**src/rtl/m_ifetch_pkg.sv**
```systemverilog
// Shared definitions for the instruction fetch requester: state encoding,
// PC width and default PC increment.
package m_ifetch_pkg;

  localparam int PC_W = 32;
  localparam logic [PC_W-1:0] PC_STEP_DEF = 32'd4;

  typedef enum logic [1:0] {
    IFS_IDLE = 2'd0,
    IFS_REQ  = 2'd1,
    IFS_WAIT = 2'd2,
    IFS_HOLD = 2'd3
  } ifs_e;

  // Sequential PC advance; wraps silently at 2^32.
  function automatic logic [PC_W-1:0] pcAdvance(input logic [PC_W-1:0] pc,
                                                 input logic [PC_W-1:0] step);
    return pc + step;
  endfunction

endpackage

```
**src/rtl/m_ifetch.sv**
```systemverilog
// Fetch-side requester for the multi-cycle instruction memory: one request in
// flight, skid-held result to decode, redirect with stale-return discard.
// Optional wait timeout with sticky error is enabled by IFETCH_TIMEOUT_EN.
module m_ifetch
  import m_ifetch_pkg::*;
#(
  parameter logic [PC_W-1:0] RESET_PC = 32'h0,
  parameter logic [PC_W-1:0] PC_STEP  = PC_STEP_DEF
`ifdef IFETCH_TIMEOUT_EN
  , parameter int TIMEOUT = 16
`endif
) (
  input  logic            w_clk,
  input  logic            w_rst_n,
  input  logic            w_en,
  input  logic            w_redir,
  input  logic [PC_W-1:0] w_redir_pc,
  output logic [PC_W-1:0] w_pc,
  output logic            w_re,
  input  logic [PC_W-1:0] w_insn,
  input  logic            w_oe,
  output logic [PC_W-1:0] w_ir,
  output logic [PC_W-1:0] w_ir_pc,
  output logic            w_ir_valid,
  input  logic            w_ir_ready,
  output logic            w_err
);

  ifs_e            state_q;
  logic [PC_W-1:0] rPc_q;
  logic [PC_W-1:0] pc_q;
  logic            re_q;
  logic [PC_W-1:0] ir_q;
  logic [PC_W-1:0] irPc_q;
  logic            irValid_q;
  logic            drop_q;

`ifdef IFETCH_TIMEOUT_EN
  localparam logic [4:0] WAIT_LAST = 5'(TIMEOUT - 1);
  logic [4:0] waitCnt_q;
  logic       err_q;
`endif

  // Redirect is applied first and every state branch below defers to it,
  // so a redirect in any state wins over the normal transition.
  always_ff @(posedge w_clk) begin
    if (!w_rst_n) begin
      state_q   <= IFS_IDLE;
      rPc_q     <= RESET_PC;
      pc_q      <= RESET_PC;
      re_q      <= 1'b0;
      ir_q      <= '0;
      irPc_q    <= '0;
      irValid_q <= 1'b0;
      drop_q    <= 1'b0;
`ifdef IFETCH_TIMEOUT_EN
      waitCnt_q <= '0;
      err_q     <= 1'b0;
`endif
    end else begin
      re_q <= 1'b0;
      if (w_redir) begin
        rPc_q     <= w_redir_pc;
        irValid_q <= 1'b0;
      end
      case (state_q)
        IFS_IDLE: begin
          if (!w_redir && w_en) begin
            state_q <= IFS_REQ;
            re_q    <= 1'b1;
            pc_q    <= rPc_q;
          end
        end
        IFS_REQ: begin
          state_q <= IFS_WAIT;
          if (w_redir) drop_q <= 1'b1;
`ifdef IFETCH_TIMEOUT_EN
          waitCnt_q <= '0;
`endif
        end
        IFS_WAIT: begin
          if (w_oe) begin
            if (w_redir || drop_q) begin
              drop_q  <= 1'b0;
              state_q <= IFS_IDLE;
            end else begin
              ir_q      <= w_insn;
              irPc_q    <= rPc_q;
              irValid_q <= 1'b1;
              state_q   <= IFS_HOLD;
            end
          end else begin
            if (w_redir) drop_q <= 1'b1;
`ifdef IFETCH_TIMEOUT_EN
            // Giving up abandons the request entirely, so any pending drop is moot.
            if (waitCnt_q == WAIT_LAST) begin
              err_q   <= 1'b1;
              drop_q  <= 1'b0;
              state_q <= IFS_IDLE;
            end else begin
              waitCnt_q <= waitCnt_q + 5'd1;
            end
`endif
          end
        end
        IFS_HOLD: begin
          if (w_redir) begin
            state_q <= IFS_IDLE;
          end else if (w_ir_ready) begin
            rPc_q     <= pcAdvance(rPc_q, PC_STEP);
            irValid_q <= 1'b0;
            state_q   <= IFS_IDLE;
          end
        end
        default: state_q <= IFS_IDLE;
      endcase
    end
  end

  assign w_pc       = pc_q;
  assign w_re       = re_q;
  assign w_ir       = ir_q;
  assign w_ir_pc    = irPc_q;
  assign w_ir_valid = irValid_q;

`ifdef IFETCH_TIMEOUT_EN
  assign w_err = err_q;
`else
  assign w_err = 1'b0;
`endif

endmodule

```
**config.mk**
```make
export PLATFORM = sky130hd
export DESIGN_NAME = m_ifetch
export DESIGN_NICKNAME = d
export VERILOG_FILES = /design/src/rtl/m_ifetch_pkg.sv /design/src/rtl/m_ifetch.sv
export SDC_FILE = /design/constraint.sdc
export NUM_CORES = 1
export LEC_CHECK = 0
export ABC_AREA = 1
export ABC_CLOCK_PERIOD_IN_PS = 1300
export CAP_MARGIN = 20
export CORE_MARGIN = 3
export CORE_UTILIZATION = 30
export CTS_BUF_LIST = sky130_fd_sc_hd__clkbuf_8
export DETAILED_ROUTE_END_ITERATION = 12
export GPL_TIMING_DRIVEN = 0
export HOLD_SLACK_MARGIN = 0.02
export PLACE_DENSITY = 0.68
export REMOVE_ABC_BUFFERS = 1
export SLEW_MARGIN = 15
export SYNTH_ARGS = -nofsm -noshare
export SYNTH_HDL_FRONTEND = slang
export SYNTH_SLANG_ARGS = --single-unit
```
**constraint.sdc**
```tcl
create_clock -name w_clk -period 1.3 [get_ports w_clk]
set_input_delay 0.26 -clock w_clk [delete_from_list [all_inputs] [get_ports w_clk]]
set_output_delay 0.26 -clock w_clk [all_outputs]
set_load 0.01 [all_outputs]
```
Word-level counts from Yosys, hierarchy flattened
Index checks and enable logic that the tools add are counted.
{"block": "word_totals", "regBits": 133, "elab_cells": 48, "out_inout_bits": 99, "input_bits": 70}
{"block": "classes", "bitwise_logic": 1, "muxes": 21, "add_sub_neg": 1, "reduce_logical": 10, "n_eq_ne": 7}
{"operator": "$mux W32", "count": 4}
{"operator": "$add A32 B3 Y32 const B", "count": 1}
{"operator": "$mux W2", "count": 5}
{"operator": "$mux W1", "count": 9}
{"operator": "$pmux W2 S4", "count": 1}
{"operator": "$ne A3 B3 Y1 const B", "count": 2}
{"operator": "$reduce_and A2 Y1", "count": 3}
{"operator": "$reduce_and A3 Y1", "count": 2}
{"operator": "$eq A2 B2 Y1 const B", "count": 2}
{"operator": "$ne A2 B2 Y1 const B", "count": 2}
{"operator": "$pmux W1 S2", "count": 2}
{"operator": "$eq A2 B1 Y1 const B", "count": 1}
{"operator": "$logic_not A2 Y1", "count": 1}
{"operator": "$reduce_bool A2 Y1", "count": 1}
{"operator": "$logic_and A1 B1 Y1", "count": 1}
{"operator": "$logic_not A1 Y1", "count": 1}
{"operator": "$logic_or A1 B1 Y1", "count": 1}
{"operator": "$not A1 Y1", "count": 1}

Logic depth before layout (Yosys ltp)
{"block": "logic_depth", "ltp_word": 4, "mapped_depth": 11}

Least setup slack after synthesis
Ideal clock, no wire load.
{"block": "synth_timing", "kind": "register -> register", "from": "reg rPc_q[3]", "to": "reg rPc_q[12]", "path_stages_with_launch": 10, "setup_ns": 0.115, "arrival_ns": 1.285, "required_ns": 1.185, "setup_slack_ns": -0.101, "synth_period_minus_slack_ns": 1.401, "path_cell_list": "dfxtp_1 > ha_1 > nand3_1 > inv_2 > nand2_2 > inv_2 > nand2_2 > xnor2_1 > o21ai_0 > inv_1"}
{"block": "synth_via", "elab_chain_len": 4}
{"element": "from (decl)", "line_no": "m_ifetch.sv:30", "text": "logic [PC_W-1:0] rPc_q;"}
{"element": "from (signal assigned)", "line_no": "m_ifetch.sv:63", "text": "rPc_q <= w_redir_pc;"}
{"element": "from (signal assigned)", "line_no": "m_ifetch.sv:110", "text": "rPc_q <= pcAdvance(rPc_q, PC_STEP);"}
{"element": "$add A32 B3 Y32", "line_no": "m_ifetch_pkg.sv:18", "text": "return pc + step;"}
{"element": "$mux W32", "line_no": "m_ifetch.sv:109", "text": "end else if (w_ir_ready) begin"}
{"element": "$mux W32", "line_no": "m_ifetch.sv:107", "text": "if (w_redir) begin"}
{"element": "$mux W32", "line_no": "m_ifetch.sv:66", "text": "case (state_q)"}
No other way between the ends.
A chain may end at the register's enable or synchronous reset.

Worst setup path after layout
{"block": "layout_timing", "from": "reg state_q[1]", "to": "reg pc_q[15], in the netlist w_pc[15]"}
{"block": "layout_via", "elab_chain_len": 2}
{"element": "from (decl)", "line_no": "m_ifetch.sv:29", "text": "ifs_e state_q;"}
{"element": "from (signal assigned)", "line_no": "m_ifetch.sv:48", "text": "state_q <= IFS_IDLE;"}
{"element": "from (signal assigned)", "line_no": "m_ifetch.sv:69", "text": "state_q <= IFS_REQ;"}
{"element": "from (signal assigned)", "line_no": "m_ifetch.sv:75", "text": "state_q <= IFS_WAIT;"}
{"element": "$logic_not A2 Y1", "line_no": "m_ifetch.sv:66"}
{"element": "$reduce_and A2 Y1 (no line)"}
{"element": "to (signal assigned)", "line_no": "m_ifetch.sv:71", "text": "pc_q <= rPc_q;"}
{"element": "to (decl)", "line_no": "m_ifetch.sv:31", "text": "logic [PC_W-1:0] pc_q;"}
No other way between the ends.

==> impl_metrics.py <==
metrics = {
    "pwr": {
        "design_power_total_mw": 11.1,
        "internal-power_mw": 7.75,
        "p_clk_share_pct": 35.7,
        "sequentialPowerShare_pct": 42.7,
        "fraction_of_power_consumed_by_combinational_cells_pct": 21.6,
        "p_sw_share_pct": 30.2,
        "max-vdd-ir-drop_mv": 1.14,
        "static-leakage-power_nw": 4.09,
        "power.density_nw_per_um2": 1180,
        "p_sw_mw": 3.36,
    },
    "sta": {
        "post-route-min-period_ns": 1.50,
        "achievable-frequency_mhz": 665,
        "grt_setup_unrepaired": "yes",
        "final-hold-violation-count": 0,
        "setup-tns-final_ns": -8.34,
        "max-slew-margin-rel_pct": 63.0,
        "final.setup.worst_slack_ns": -0.203,
        "finalHoldWorstSlack_ns": 0.231,
        "setup_viol": 112,
        "layout_worst_path_cycle_share_pct": 116,
        "fin_worst_skew_ns": 0.0133,
        "worst_pin_slew_ns": 0.555,
        "drv_slew": 0,
    },
    "global_routing": {
        "antenna_violations_before_repair": 1,
        "grt-ovfl-total": 0,
        "largest_net_degree_at_the_start_of_global_routing": 73,
        "groute.usage.overall_pct": 20.2,
        "first_global_vias": 6097,
        "global_route_wire_length_before_repair_um": 32500,
    },
    "routing": {
        "detailedRoute.firstPassIterationCount": 5,
        "via_count": 6216,
        "remaining_drc_errors": 0,
        "initialDrtViolationCount": 364,
        "vias_per_cell": 4.88,
        "total_wire_length_after_detailed_routing_um": 21600,
        "antenna_violating_nets_post_route": 0,
        "post_drt_wl_per_cell_um": 16.9,
    },
    "setup_path": {
        "critical_path_peak_fanout": 8,
        "cp_slowest_stage_delay_ns": 0.37,
        "crit_path_category": "flip-flop to flip-flop",
        "cp_data_required_time_ns": 1.67,
        "count_of_buffer_and_inverter_cells_on_the_critical_path": 4,
        "r2r_start": "state_q[1]",
        "critical_path.startpoint_type": "flip-flop",
        "crit_start": "state_q[1]",
        "timing.critical_path.slowest_stage_cell": "sky130_fd_sc_hd__dfxtp_4",
        "crit_arrival_ns": 1.88,
        "critical_path.most_common_cell": "sky130_fd_sc_hd__nor2_4",
        "cells_along_the_critical_path": "buf_4 > nor2_4 > inv_2 > nor2_4 > clkbuf_16 > buf_8 > o21ai_0 > a21oi_1",
        "worst_path_dominant_cell_family": "buffers and inverters",
        "endpoint_kind": "flip-flop",
    },
    "hold_path": {
        "hp-class": "primary input to flip-flop",
        "hold_start": "w_rst_n",
    },
    "logic_synthesis": {
        "sequential_fraction_of_the_synthesis_area_pct": 46.1,
        "synth_top_area_share_pct": 46.1,
        "synthDominantAreaCellType": "sky130_fd_sc_hd__dfxtp_1",
        "syn-mean-instance-area_sq_um": 7.41,
        "post-synth-top-count-cell": "sky130_fd_sc_hd__dfxtp_1",
        "ys_ff_latch": 133,
        "synth-warning-count": 0,
        "post_synth_edffs": 0,
        "synth_cell_type_count": 31,
        "post_synth_instance_area_sq_um": 5770,
        "synth_area_leaders": "sky130_fd_sc_hd__dfxtp_1 (46%), sky130_fd_sc_hd__nor2_1 (8.6%), sky130_fd_sc_hd__o21ai_0 (8.1%)",
        "synth_ff_type": "sky130_fd_sc_hd__dfxtp_1",
        "post_synth_inst_count": 779,
        "synth-async-reset-ratio_pct": 0,
        "ranking_of_synthesized_cells_by_instance_count": "sky130_fd_sc_hd__dfxtp_1 (133), sky130_fd_sc_hd__nor2_1 (132), sky130_fd_sc_hd__o21ai_0 (94)",
    },
    "clock_network": {
        "clock-root-buffer": "sky130_fd_sc_hd__clkbuf_8",
        "clock_tree.htree_level_count": 4,
        "clock_pin_slew_on_the_worst_setup_and_hold_paths_ns": 0.09,
        "cts-hold-fix-buffers": 0,
        "clk-insertion-delay-late_ns": 0.45,
        "cts_tree": "done",
        "cts-buffers-inserted": 17,
        "clk_path_buf_depth": 2,
        "cts_num_sinks": 133,
    },
    "finish": {
        "antenna-diode-count": 0,
        "drive_above_1_share_pct": 46.2,
        "flow.area_growth_from_synthesis_pct": 62.5,
        "fillers": 1793,
        "multiInputGateArea_sq_um": 3250,
        "seqCellArea_sq_um": 2820,
        "fin_nets": 1073,
    },
    "outcome": {
        "violated_checks": "negative setup slack",
        "result_of_the_run": "complete, but fails checks",
    },
    "floorplanning": {
        "io_pins": 169,
        "die_area_sq_um": 20900,
        "core_sq_um": 18800,
        "die_y_um": 145,
        "initial_core_util_pct": 30.7,
        "floorplan.rows": 50,
        "die_width_um": 145,
    },
    "place": {
        "port_buffers": 167,
        "dp.final_hpwl_um": 12300,
        "routabilityCongestion": 0.856,
    },
    "job": {
        "max-cap-violations": 0,
    },
}
## state kept, by name (all words and copies together), names as in the netlist
register / count
w_ir_pc: 32
rPc_q: 32
state_q: 2
w_pc: 32
w_ir_valid: 1
drop_q: 1
w_ir: 32
w_re: 1
## through the flow
step,worst slack [ns],std cells,cell area (sq um),util (%)
floorplan,-0.992,737,5530,-
global placement,-3.84,1164,7520,39.9
detailed placement,-1.69,1168,7620,40.5
CTS,-0.110,1254,9040,48.0
global route,-0.298,1275,9380,49.8
finish,-0.203,1275,9380,49.8
## cells by family (layout without fill, tap and decap cells)
logic type,Yosys count,after routing,share of synthesized area [%]
simple gates,283,288,21.4
compound gates,214,214,20.2
buf+inv,137,368,10.5
flops,133,133,46.1
xor+xnor,10,10,1.52
fa+ha+maj,1,1,0.217
other cells,1,1,0.0650
## worst register-to-register path: cells and delay by family, from the launching register on
kind / cells / cell delay [ns]
AND/OR/NAND/NOR: 2 / 0.26
buffers and inverters: 4 / 0.54
AO/OA/AOI/OAI: 2 / 0.26
flip-flops: 1 / 0.37
## final timing paths
kind,to,slack (ns),cells past startpoint
worst min-delay path,w_ir_pc[3],0.23,3
worst max register to register,w_pc[15],-0.20,8
worst min register to register,w_ir[13],0.50,2
worst max-delay path,w_pc[15],-0.20,8
## power groups by stage
stage                     registers (mW)  logic (mW)  clock network, mW
after CTS                           4.72        2.21               4.06
after detailed placement            4.76        1.85                  0
after global routing                4.79        2.61               4.27
after floorplan                     4.85       0.666                  0
final                               4.74        2.40               3.96
after global placement              4.75        1.79                  0
## routing by layer
metal	track usage, %	part of all wire [%]	routed length, um	vias to the layer above
met2	33.6	49	10600	210
li1	-	-	-	3013
met4	5.69	1.6	353	2
met3	7.20	7.4	1610	28
met5	0	0.042	9	-
met1	24.8	42	9010	2963
## layout by cell type (no fill, tap or decap), types with 3 or more instances in the layout
master / instances
sky130_fd_sc_hd__nand2_8: 3
sky130_fd_sc_hd__clkinv_4: 3
sky130_fd_sc_hd__nand4_1: 3
sky130_fd_sc_hd__inv_4: 4
sky130_fd_sc_hd__buf_12: 15
sky130_fd_sc_hd__dfxtp_2: 66
sky130_fd_sc_hd__nand3b_1: 3
sky130_fd_sc_hd__o21ai_2: 24
sky130_fd_sc_hd__inv_6: 4
sky130_fd_sc_hd__dfxtp_1: 46
sky130_fd_sc_hd__o21ai_0: 61
sky130_fd_sc_hd__nand3_2: 5
sky130_fd_sc_hd__nor2_1: 77
sky130_fd_sc_hd__nand2_1: 64
sky130_fd_sc_hd__o21ai_1: 35
sky130_fd_sc_hd__nand3_4: 3
sky130_fd_sc_hd__bufinv_16: 4
sky130_fd_sc_hd__inv_1: 82
sky130_fd_sc_hd__buf_6: 16
sky130_fd_sc_hd__nor2_4: 37
sky130_fd_sc_hd__nand3_1: 27
sky130_fd_sc_hd__nand2_2: 16
sky130_fd_sc_hd__buf_2: 97
sky130_fd_sc_hd__clkbuf_8: 18
sky130_fd_sc_hd__clkdlybuf4s50_1: 67
sky130_fd_sc_hd__buf_16: 3
sky130_fd_sc_hd__inv_2: 6
sky130_fd_sc_hd__a21oi_1: 49
sky130_fd_sc_hd__clkinvlp_4: 3
sky130_fd_sc_hd__a21oi_2: 18
sky130_fd_sc_hd__nor3_2: 3
sky130_fd_sc_hd__buf_4: 32
sky130_fd_sc_hd__nand2_4: 10
sky130_fd_sc_hd__buf_8: 4
sky130_fd_sc_hd__nor2_2: 35
sky130_fd_sc_hd__dfxtp_4: 21
sky130_fd_sc_hd__o221ai_2: 6
sky130_fd_sc_hd__clkbuf_16: 3
sky130_fd_sc_hd__xor2_1: 9
sky130_fd_sc_hd__o221ai_1: 17
## layout make-up
cell class | instances | area share, %
Multi-Input combinational cell | 514 | 34.7
Timing Repair inverter | 2 | 0.293
Timing Repair Buffer | 239 | 22.6
Clock inverter | 14 | 2.12
Sequential cell | 133 | 30.1
Inverter | 95 | 4.16
Clock buffer | 18 | 2.64
Tap cell | 260 | 3.47
## timing repair
item | in CTS | in global routing
setup buffers | 41 | 25
pin swaps | 20 | 51
resized for setup | 564 | 210
endpoints found under the setup margin | 230 | 178
gates cloned | 13 | 2
(Power assumes the default switching activity.)
